`src/rtl/fetch_queue.sv`:
```
// Instruction prefetch queue: buffers {PC, instruction} pairs from fetch and presents
// the oldest to decode, with a one-cycle flush for branch/jump redirects.
module fetch_queue #(
  parameter int unsigned ADDR_WIDTH  = 16,
  parameter int unsigned INSTR_WIDTH = 32,
  parameter int unsigned DEPTH       = 4,
  parameter logic [INSTR_WIDTH-1:0] NOP_INSTR = 32'h00000013
) (
  input  logic                       clk,
  input  logic                       rst,
  input  logic                       flush,
  input  logic                       inValid,
  input  logic [ADDR_WIDTH-1:0]      inPC,
  input  logic [INSTR_WIDTH-1:0]     inInstr,
  output logic                       inReady,
  output logic                       outValid,
  output logic [ADDR_WIDTH-1:0]      outPC,
  output logic [INSTR_WIDTH-1:0]     outInstr,
  input  logic                       outReady,
  output logic [$clog2(DEPTH):0]     count
);

  localparam int unsigned PtrW = $clog2(DEPTH);
  localparam int unsigned CntW = PtrW + 1;

  logic [ADDR_WIDTH-1:0]  pcMem    [DEPTH];
  logic [INSTR_WIDTH-1:0] instrMem [DEPTH];

  logic [PtrW-1:0] wrPtrQ, wrPtrD;
  logic [PtrW-1:0] rdPtrQ, rdPtrD;
  logic [CntW-1:0] countQ, countD;

  logic push;
  logic pop;

  // Handshake status comes from registered state only, so there is no in-to-out path.
  assign inReady  = (countQ != CntW'(DEPTH));
  assign outValid = (countQ != '0);
  assign push     = inValid && inReady;
  assign pop      = outValid && outReady;
  assign count    = countQ;

  always_comb begin
    wrPtrD = wrPtrQ;
    rdPtrD = rdPtrQ;
    countD = countQ;
    if (flush) begin
      wrPtrD = '0;
      rdPtrD = '0;
      countD = '0;
    end else begin
      if (push) begin
        wrPtrD = wrPtrQ + PtrW'(1);
      end
      if (pop) begin
        rdPtrD = rdPtrQ + PtrW'(1);
      end
      if (push && !pop) begin
        countD = countQ + CntW'(1);
      end else if (pop && !push) begin
        countD = countQ - CntW'(1);
      end
    end
  end

  always_ff @(posedge clk or posedge rst) begin
    if (rst) begin
      wrPtrQ <= '0;
      rdPtrQ <= '0;
      countQ <= '0;
    end else begin
      wrPtrQ <= wrPtrD;
      rdPtrQ <= rdPtrD;
      countQ <= countD;
    end
  end

  // Storage is left uncleared on reset/flush; count alone decides what is valid.
  always_ff @(posedge clk) begin
    if (push && !flush) begin
      pcMem[wrPtrQ]    <= inPC;
      instrMem[wrPtrQ] <= inInstr;
    end
  end

  always_comb begin
    outPC    = '0;
    outInstr = NOP_INSTR;
    if (outValid) begin
      outPC    = pcMem[rdPtrQ];
      outInstr = instrMem[rdPtrQ];
    end
  end

endmodule

```
`config.mk`:
```
export PLATFORM = sky130hd
export DESIGN_NAME = fetch_queue
export DESIGN_NICKNAME = d
export VERILOG_FILES = /design/src/rtl/fetch_queue.sv
export SDC_FILE = /design/constraint.sdc
export NUM_CORES = 1
export LEC_CHECK = 0
export CELL_PAD_IN_SITES_DETAIL_PLACEMENT = 0
export CELL_PAD_IN_SITES_GLOBAL_PLACEMENT = 1
export CORE_ASPECT_RATIO = 0.8
export CORE_MARGIN = 2
export CORE_UTILIZATION = 47
export DETAILED_ROUTE_END_ITERATION = 10
export HOLD_SLACK_MARGIN = 0.12
export PLACE_DENSITY = 0.79
export SLEW_MARGIN = 25
export SYNTH_ARGS = -nofsm -noshare
export SYNTH_HDL_FRONTEND = slang
export SYNTH_SLANG_ARGS = --single-unit
```
`constraint.sdc`:
```
create_clock -name clk -period 2.9 [get_ports clk]
set_clock_uncertainty 0.2 [all_clocks]
set_input_delay 0.725 -clock clk [delete_from_list [all_inputs] [get_ports clk]]
set_output_delay 0.725 -clock clk [all_outputs]
set_load 0.02 [all_outputs]
```
==> results.json <==
{
  "synth_top_family_by_area": "multiplexers",
  "ys_warn_count": 0,
  "fin_nets": 562,
  "syn_area_sq_mm": 0.00782,
  "avgSynthCellArea_sq_um": 21.1,
  "core_area_sq_mm": 0.0164,
  "routed_wl_mm": 15.4,
  "numPlacedInstances": 697,
  "grt_pass1_wl_mm": 23.7,
  "vias": 3910,
  "syn_inst": 370,
  "grt.total_usage_pct": 18.5,
  "fin_crit_ps": 2980,
  "slowest_delay_ps": 520,
  "hold_slack_ps": 341,
  "h-tree-depth": 4,
  "period_share_pct": 103,
  "syn-num-nets": 428,
  "path_cells": "buf_12 -> buf_12 -> mux4_2 -> or2_4 -> buf_6",
  "cts_sinks": 199,
  "drc": 0,
  "drive_above_1_share_pct": 37.0,
  "synth_mux_area_share_pct": 14.3,
  "start_kind": "flip-flop",
  "initial_core_util_pct": 47.7,
  "rows": 42,
  "tightest_slew_ps": 534,
  "synth_simple_gate_area_share_pct": 5.31,
  "r2r_slack_ps": 320,
  "violations": "setup timing",
  "slew_viol_final": 0,
  "drtIter0Drc": 332,
  "power.leakage_nw": 3.49,
  "crit_path_max_fanout": 5,
  "cts.path.max_buffers": 2,
  "outcome": "finished, violations left",
  "drv_cap": 0,
  "fmax_ghz": 0.336,
  "worst-path-buf-inv": 3,
  "grt_start_max_net_pins": 30,
  "hold_class": "in -> async",
  "cp.arrival_ps": 2050,
  "grt_overflow": 0,
  "drt-pass1-iter-count": 4,
  "portBuffers": 105,
  "netlist-cell-type-count": 35,
  "setup_viol": 19,
  "die_h_um": 119,
  "gp_congestion": 0.735,
  "clockRootBuffer": "clkbuf_16",
  "cts_tree": "built",
  "ir_drop_mv": 0.675,
  "antenna_found_initial": 0,
  "finalPower_w": 0.00956,
  "crit_required_ps": 1980,
  "synth_xor_area_share_pct": 0.224,
  "grt_pass1_vias": 4159,
  "hold_viol": 0,
  "max-slew-margin-rel_pct": 63.9,
  "power_density_mw_per_mm2": 934,
  "ys_ff_latch": 199,
  "wire_per_inst_um": 21.0,
  "dieArea_sq_mm": 0.0177,
  "cts_made_buffers": 17,
  "path_clk_slew_ps": 70,
  "crit_family": "flip-flops",
  "cp_slowest_cell": "dfrtp_4",
  "drtAntennaViolNets": 0,
  "ioPinCount": 106,
  "dp_hpwl_mm": 9.00,
  "crit_path_frequent_cell": "buf_12",
  "synth_fa_ha_area_share_pct": 0.896,
  "fp.dieW_um": 148,
  "setup_tns_ps": -663,
  "place_ws_ps": 0.616,
  "clk_latency_ps": 440,
  "critical_path_class": "reg -> out",
  "fin_cells": 736,
  "end_kind": "output port",
  "rsz0062_at_grt": "true",
  "syn_to_final_growth_pct": 30.9,
  "routed_via_density": 5.31,
  "antenna_cells": 0,
  "synth-compound-area-share_pct": 1.33,
  "timing.final.ws_setup_ps": -77.3,
  "yosysSeqAreaShare_pct": 75.9
}
[worst register-to-register path, delay by kind of cell (launching register included)]
family	cells	cell delay (ps)
simple gates	2	490
buf+inv	1	140
fa+ha+maj	1	440
compound gates	3	770
flops	1	480
[cell type report]
class,count,area (sq um)
Clock buffer,17,425
Clock inverter,14,174
Fill cell,1164,6150
Inverter,9,33.8
Multi-Input combinational cell,140,1900
Sequential cell,199,5950
Tap cell,220,275
Timing Repair Buffer,137,1490
[repair_timing]
item	4_1_cts	5_1_grt
resized for setup	272	16
hold buffers	0	0
pin swaps	2	1
cloned	4	1
buffers inserted	5	1
setup endpoints to repair	50	49
[worst paths after layout]
path                       depth (start not counted)  startpoint           to
setup / recovery                                   5   rdPtrQ[0]  outInstr[1]
hold / removal                                     2         rst    wrPtrQ[0]
setup reg to reg                                   7    count[1]     count[2]
hold reg to reg                                    2   wrPtrQ[1]    wrPtrQ[1]
max in group asynchronous                          2         rst    rdPtrQ[0]
min in group clk                                   2   wrPtrQ[1]    wrPtrQ[1]
[report_power, final]
group	switching, W	total [W]	internal [W]
Sequential	0.0000814	0.00341	0.00332
Combinational	0.00186	0.00377	0.00191
Clock	0.00103	0.00239	0.00136
Total	0.00297	0.00956	0.00659
[sequential cells by signal, indices dropped and copies added (netlist names)]
name / count
instrMem: 128
pcMem: 64
count: 3
rdPtrQ: 2
wrPtrQ: 2
[placed cells by master, fill, tap and decap left out, drive strengths merged, types with 2 or more instances in the layout]
master and instances:
clkinvlp 3, or2 3, clkinv 5, nor3 2, clkbuf 18, nor2 7, mux4 48, o31ai 2
nand3 2, ha 4, and2 4, edfxtp 192, dfrtp 7, a21oi 2, buf 77, bufbuf 2
o21ai 3, nor2b 45, inv 12, nand3b 2, bufinv 3, xor2 2, mux2i 2, clkdlybuf4s50 55
[cell usage after synthesis]
library cell / instances / area [sq um]
mux4_2: 48 / 1080
o311ai_0: 1 / 8.76
nor3_1: 1 / 5.00
fa_1: 1 / 20.0
nor3b_1: 1 / 7.51
buf_1: 4 / 15.0
nor4bb_1: 1 / 10.0
a21oi_1: 2 / 10.0
o21ai_0: 3 / 15.0
and2_1: 4 / 25.0
or2_1: 3 / 18.8
a21bo_2: 1 / 10.0
edfxtp_1: 192 / 5770
mux2_4: 1 / 15.0
buf_6: 2 / 22.5
clkbuf_1: 4 / 15.0
and3_1: 1 / 6.26
dfrtp_1: 7 / 175
inv_1: 9 / 33.8
buf_2: 7 / 35.0
buf_4: 5 / 37.5
o31ai_1: 2 / 15.0
mux2i_1: 2 / 20.0
ha_1: 4 / 50.1
nand3b_1: 2 / 15.0
a211o_1: 1 / 8.76
o311a_1: 1 / 10.0
nor2_1: 7 / 26.3
o211a_1: 1 / 10.0
xor2_1: 2 / 17.5
a311oi_1: 1 / 8.76
o211ai_1: 1 / 7.51
nor3_2: 1 / 10.0
nand3_1: 2 / 10.0
nor2b_1: 45 / 282
[routing by layer]
layer | vias to the layer above | GRT usage, % | routed length, um
li1 | 1754 | - | -
met1 | 2019 | 25.4 | 6600
met2 | 125 | 28.7 | 7580
met3 | 12 | 6.28 | 1090
met4 | 0 | 5.48 | 157
met5 | - | 0 | 0
[cell families after synthesis]
kind of cell,Yosys count
AO/OA/AOI/OAI,14
adder cells (fa/ha/maj),5
AND/OR/NAND/NOR,68
XOR/XNOR,2
flip-flops,199
multiplexers,51
buffers and inverters,31
[per-stage QoR]
| step | util [%] | instance area, sq um |
|---|---|---|
| after global placement | 57.3 | 9400 |
| after detailed placement | 57.3 | 9400 |
| after global routing | 62.5 | 10200 |
| after CTS | 62.3 | 10200 |
| after floorplan | - | 7830 |
| final | 62.5 | 10200 |
Note: power is estimated with default switching activity, not from simulation.
==> RTL edit 1 (config.mk and constraints unchanged) <==
Put one more register stage on the output `count`, cleared by the reset. The value now appears one clock later. The other outputs are not delayed to match.
--- a/src/rtl/fetch_queue.sv
+++ b/src/rtl/fetch_queue.sv
@@ -38,7 +38,13 @@
   assign outValid = (countQ != '0);
   assign push     = inValid && inReady;
   assign pop      = outValid && outReady;
-  assign count    = countQ;
+  always_ff @(posedge clk or posedge rst) begin
+    if (rst) begin
+      count <= '0;
+    end else begin
+      count <= countQ;
+    end
+  end
 
   always_comb begin
     wrPtrD = wrPtrQ;
Behaviour: not the same (Yosys sat finds a counterexample within 4 cycles, from zero or initial values and one cycle with rst high).
==> RTL edit 1 against the original RTL <==
The flow still finishes with violations (setup timing); maximum frequency shrank 0.29%; largest cell class unchanged; non-clock buffer count grew 4; cell count grew 1.1%; cell area grew 0.78%; first-iteration DRC count shrank 8.1%; sequential power grew 1%; synthesized cell count grew 0.27%; worst setup slack lost 0.0088 ns; sequential cell count grew 3; synthesized area grew 0.78%; power shrank 3.9%; sequential share of layout area grew 0.29 points; wire length shrank 2.5%.
==> RTL edit 1: results <==
metrics = {
    "timing": {
        "finalSetupViolCount": 31,
        "finalWorstSetupSlack_ns": -0.0861,
        "finalSetupTns_ns": -1.50,
    },
    "drt": {
        "drt-initial-drc-count": 305,
        "wl_per_cell_um": 20.2,
        "vias": 3941,
    },
    "place": {
        "dpl_cell_area_um2": 9460,
        "dp_worst_setup_slack_ns": -0.0233,
        "gp_congestion": 0.759,
        "dp_hpwl_mm": 8.92,
    },
    "pwr": {
        "ir_worst_vdd_uv": 474,
        "p_comb_frac": 0.366,
        "p_leak_nw": 3.54,
        "p_int_mw": 6.47,
        "seqPwrFrac": 0.376,
        "power_density_nw_per_um2": 891,
    },
    "logic_synthesis": {
        "synth_common_cells": "edfxtp_1, mux4_2, nor2b_1",
        "ys_types": 33,
        "synth-async-reset-ratio": 0.0495,
        "netlist_top_cells_area": "edfxtp_1, mux4_2, nor2b_1",
        "syn_nets": 429,
        "seq_area_frac_synth": 0.763,
    },
    "worst_setup_path": {
        "r2r_start": "countQ[0]$_DFFE_PP0P_",
        "path_max_fanout": 7,
        "r2r_cells": 8,
        "r2r-end": "countQ[2]$_DFFE_PP0P_",
        "worstSetupEndpoint": "outPC[4]",
    },
    "cts": {
        "ctsHtreeMaxLevel": 1,
        "cts_made_buffers": 21,
        "clk_path_buf_depth": 3,
        "clk_latency_ns": 0.47,
    },
    "outcome": {
        "violations": "setup timing",
        "outcome": "finished, violations left",
    },
    "finish": {
        "drive_gt1_frac": 0.371,
        "fillers": 1180,
        "fin_nets": 572,
    },
    "grt": {
        "grt_util_all_layers": 0.172,
        "grt_pass1_vias": 4291,
        "grt_first_pass_wirelength_mm": 23.2,
    },
}
## RTL edit 1: through the flow
step                cells  hold slack [ns]
floorplan             371            0.149
finish                744            0.339
CTS                   744            0.334
global placement      698            0.382
detailed placement    698            0.398
global route          743            0.365
## RTL edit 1: what timing repair did
| action | in CTS | in global routing |
|---|---|---|
| cloned | 3 | 1 |
| pin swaps | 1 | 4 |
| endpoints found under the setup margin | 50 | 50 |
| gates resized for setup | 236 | 58 |
| buffers inserted | 11 | 2 |
## RTL edit 1: routing by layer
| layer | GRT usage | up-vias | share of wire |
|---|---|---|---|
| li1 | - | 1765 | - |
| met1 | 0.235 | 2030 | 0.43 |
| met2 | 0.285 | 125 | 0.49 |
| met3 | 0.0418 | 21 | 0.071 |
| met4 | 0.0351 | 0 | 0.014 |
| met5 | 0 | - | 0 |
## RTL edit 1: kinds of logic (layout without fill, tap and decap cells)
kind of cell	count (synthesis)	in the layout	share of synthesized area
other	0	1	0
AOI/OAI and AO/OA	11	11	0.0111
and+or+nand+nor	70	70	0.0535
buffers and inverters	29	181	0.0187
DFF	202	202	0.763
xor gates and xnor gates	2	2	0.00222
muxes	52	52	0.143
adders and majority gates	5	5	0.00889
## RTL edit 1: final cells by class
cell class                 count  area (um^2)  share of cell area
tap                          220          275              0.0267
antenna                        1         2.50            0.000242
sequential                   202         6020               0.583
timing repair buffer         141         1500               0.145
clock inverter                 7         56.3             0.00546
inverter                       8         30.0             0.00291
clock buffer                  25          541              0.0524
multi-input combinational    140         1900               0.184
## RTL edit 1: worst max-delay path: cells and delay by family (launching register included)
kind,cells,cell delay (ns)
flops,1,0.53
mux,1,0.49
buf+inv,3,0.44
simple gates,1,0.14
==> RTL edit 2 (same settings) <==
Without the edit above. The parameter `INSTR_WIDTH` goes from 32 to 64.
--- a/src/rtl/fetch_queue.sv
+++ b/src/rtl/fetch_queue.sv
@@ -2,7 +2,7 @@
 // the oldest to decode, with a one-cycle flush for branch/jump redirects.
 module fetch_queue #(
   parameter int unsigned ADDR_WIDTH  = 16,
-  parameter int unsigned INSTR_WIDTH = 32,
+  parameter int unsigned INSTR_WIDTH = 64,
   parameter int unsigned DEPTH       = 4,
   parameter logic [INSTR_WIDTH-1:0] NOP_INSTR = 32'h00000013
 ) (
Interface: changed (resized inInstr and outInstr); port bits go from 106 to 170. The function was not compared with the original's and may differ.
==> RTL edit 2 against the original RTL <==
The flow still finishes with violations (setup timing); maximum frequency shrank 6.6%; first-iteration DRC count grew 20%; cell area grew 63%; synthesized area grew 62%; power grew 64%; sequential cell count grew 128; sequential power grew 62%; largest cell class unchanged; utilization grew 0.82 points; wire length grew 64%; worst setup slack lost 0.21 ns.
==> RTL edit 2: results <==
metrics = {
    "logic_synthesis": {
        "seq_area_frac_synth": 0.773,
        "synth-edff-count": 320,
        "synth-async-reset-ratio": 0.0214,
        "synth_warnings": 0,
        "synth_common_cells": "edfxtp_1, and2_1, mux4_2",
        "netlist_top_cells_area": "edfxtp_1, mux4_2, and2_1",
        "ys_types": 35,
        "syn_nets": 662,
    },
    "grt": {
        "grt_pass1_vias": 6799,
        "grt_util_all_layers": 0.178,
        "antenna_found_initial": 4,
        "grt_max_degree": 48,
        "grt_first_pass_wirelength_mm": 38.4,
    },
    "outcome": {
        "outcome": "finished, violations left",
        "violations": "setup timing",
    },
    "place": {
        "dpl_cell_area_um2": 15200,
        "dp_worst_setup_slack_ns": -0.0480,
        "port_buffers": 169,
        "dp_hpwl_mm": 15.7,
        "gp_congestion": 0.753,
    },
    "timing": {
        "tightest_slew_ns": 0.380,
        "finalSetupViolCount": 80,
        "slew_violations": 0,
        "finalWorstSetupSlack_ns": -0.289,
    },
    "pwr": {
        "p_leak_nw": 5.72,
        "power_switching_mw": 4.52,
        "ir_worst_vdd_uv": 603,
    },
    "drt": {
        "finalWirelength_mm": 25.4,
        "viasPerCell": 5.30,
        "drt-pass1-iter-count": 4,
        "drt-initial-drc-count": 400,
    },
    "finish": {
        "drive_gt1_frac": 0.411,
        "largest_reg_flops": 256,
        "regMostFlops": "instrMem",
        "fin_nets": 911,
    },
    "worst_setup_path": {
        "path_max_fanout": 11,
        "arrival_ns": 2.26,
    },
    "cts": {
        "ctsHtreeMaxLevel": 1,
        "clk_latency_ns": 0.54,
        "root_buffer": "clkbuf_16",
        "clk_pin_slew_worst_paths_ns": 0.06,
        "clk_path_buf_depth": 3,
        "cts_made_buffers": 31,
    },
    "worst_hold_path": {
        "hp-class": "in -> async",
    },
}
## RTL edit 2: cell count changes after synthesis, sizes merged
cell	change
nor2b	-45
edfxtp	+128
clkbuf	+8
mux4	+32
buf	+2
and2	+77
## RTL edit 2: what timing repair did
| item | CTS | global route |
|---|---|---|
| setup endpoints to repair | 82 | 81 |
| buffers inserted | 10 | 28 |
| resized for setup | 268 | 242 |
| cloned | 0 | 1 |
| pin swaps | 0 | 10 |
## RTL edit 2: metrics by stage
stage	total power, mW	instances	util	setup TNS, ns
after floorplan	8.58	572	-	-26.92
after global placement	11.0	1109	0.576	-0.270
after detailed placement	11.0	1109	0.576	-0.624
after CTS	14.7	1176	0.612	-19.19
after global routing	16.4	1202	0.633	-19.66
final	15.7	1205	0.633	-15.46
## RTL edit 2: critical path, cell delays in order, from the launching register on
cell	delay, ns
dfrtp_4	0.52
buf_12	0.17
buf_16	0.15
buf_4	0.13
mux4_2	0.44
and2_4	0.18
buf_6	0.12
## RTL edit 2: final timing paths
check	from	end	slack, ns	cells after the start
max in group asynchronous	rst	rdPtrQ[0]$_DFFE_PP0P_	2.01	2
worst min register to register	wrPtrQ[0]$_DFFE_PP0P_	wrPtrQ[0]$_DFFE_PP0P_	0.40	2
worst max-delay path	rdPtrQ[0]$_DFFE_PP0P_	outInstr[31]	-0.29	6
worst min-delay path	rst	count[1]$_DFFE_PP0P_	0.23	2
min in group clk	wrPtrQ[0]$_DFFE_PP0P_	wrPtrQ[0]$_DFFE_PP0P_	0.40	2
worst max register to register	count[1]$_DFFE_PP0P_	count[2]$_DFFE_PP0P_	0.34	8
## RTL edit 2: cell type report
type	instances	area [um^2]
flip-flops and latches	327	9790
multi-input cells	204	2790
clock buffers	37	798
fillers	1842	9690
well taps	357	447
repair buffers	248	2620
diodes	3	7.51
inverters	9	33.8
clock inverters	20	218
## RTL edit 2: cell families (layout without fill, tap and decap cells)
kind of cell    after synthesis  in the layout  share of synthesized area
other cells                   0              3                          0
buf+inv                      41            314                     0.0182
flops                       327            327                      0.773
fa+ha+maj                     5              5                    0.00554
xor+xnor                      2              2                    0.00138
compound gates               14             14                    0.00821
mux                          83             83                      0.145
simple gates                100            100                     0.0486
## RTL edit 2: per-layer routing
metal | global-route usage | vias up | part of all wire
li1 | - | 2829 | -
met1 | 0.244 | 3308 | 0.43
met2 | 0.297 | 211 | 0.48
met3 | 0.0427 | 39 | 0.068
met4 | 0.0362 | 4 | 0.019
met5 | 0 | - | 0.0011
## RTL edit 2: power by group through the flow
stage | registers (mW) | clock network (mW) | logic, mW
after floorplan | 5.62 | 0 | 2.96
after global placement | 5.63 | 0 | 5.35
after detailed placement | 5.65 | 0 | 5.39
after CTS | 5.53 | 4.09 | 5.09
after global routing | 5.56 | 4.29 | 6.53
final | 5.54 | 4.01 | 6.15
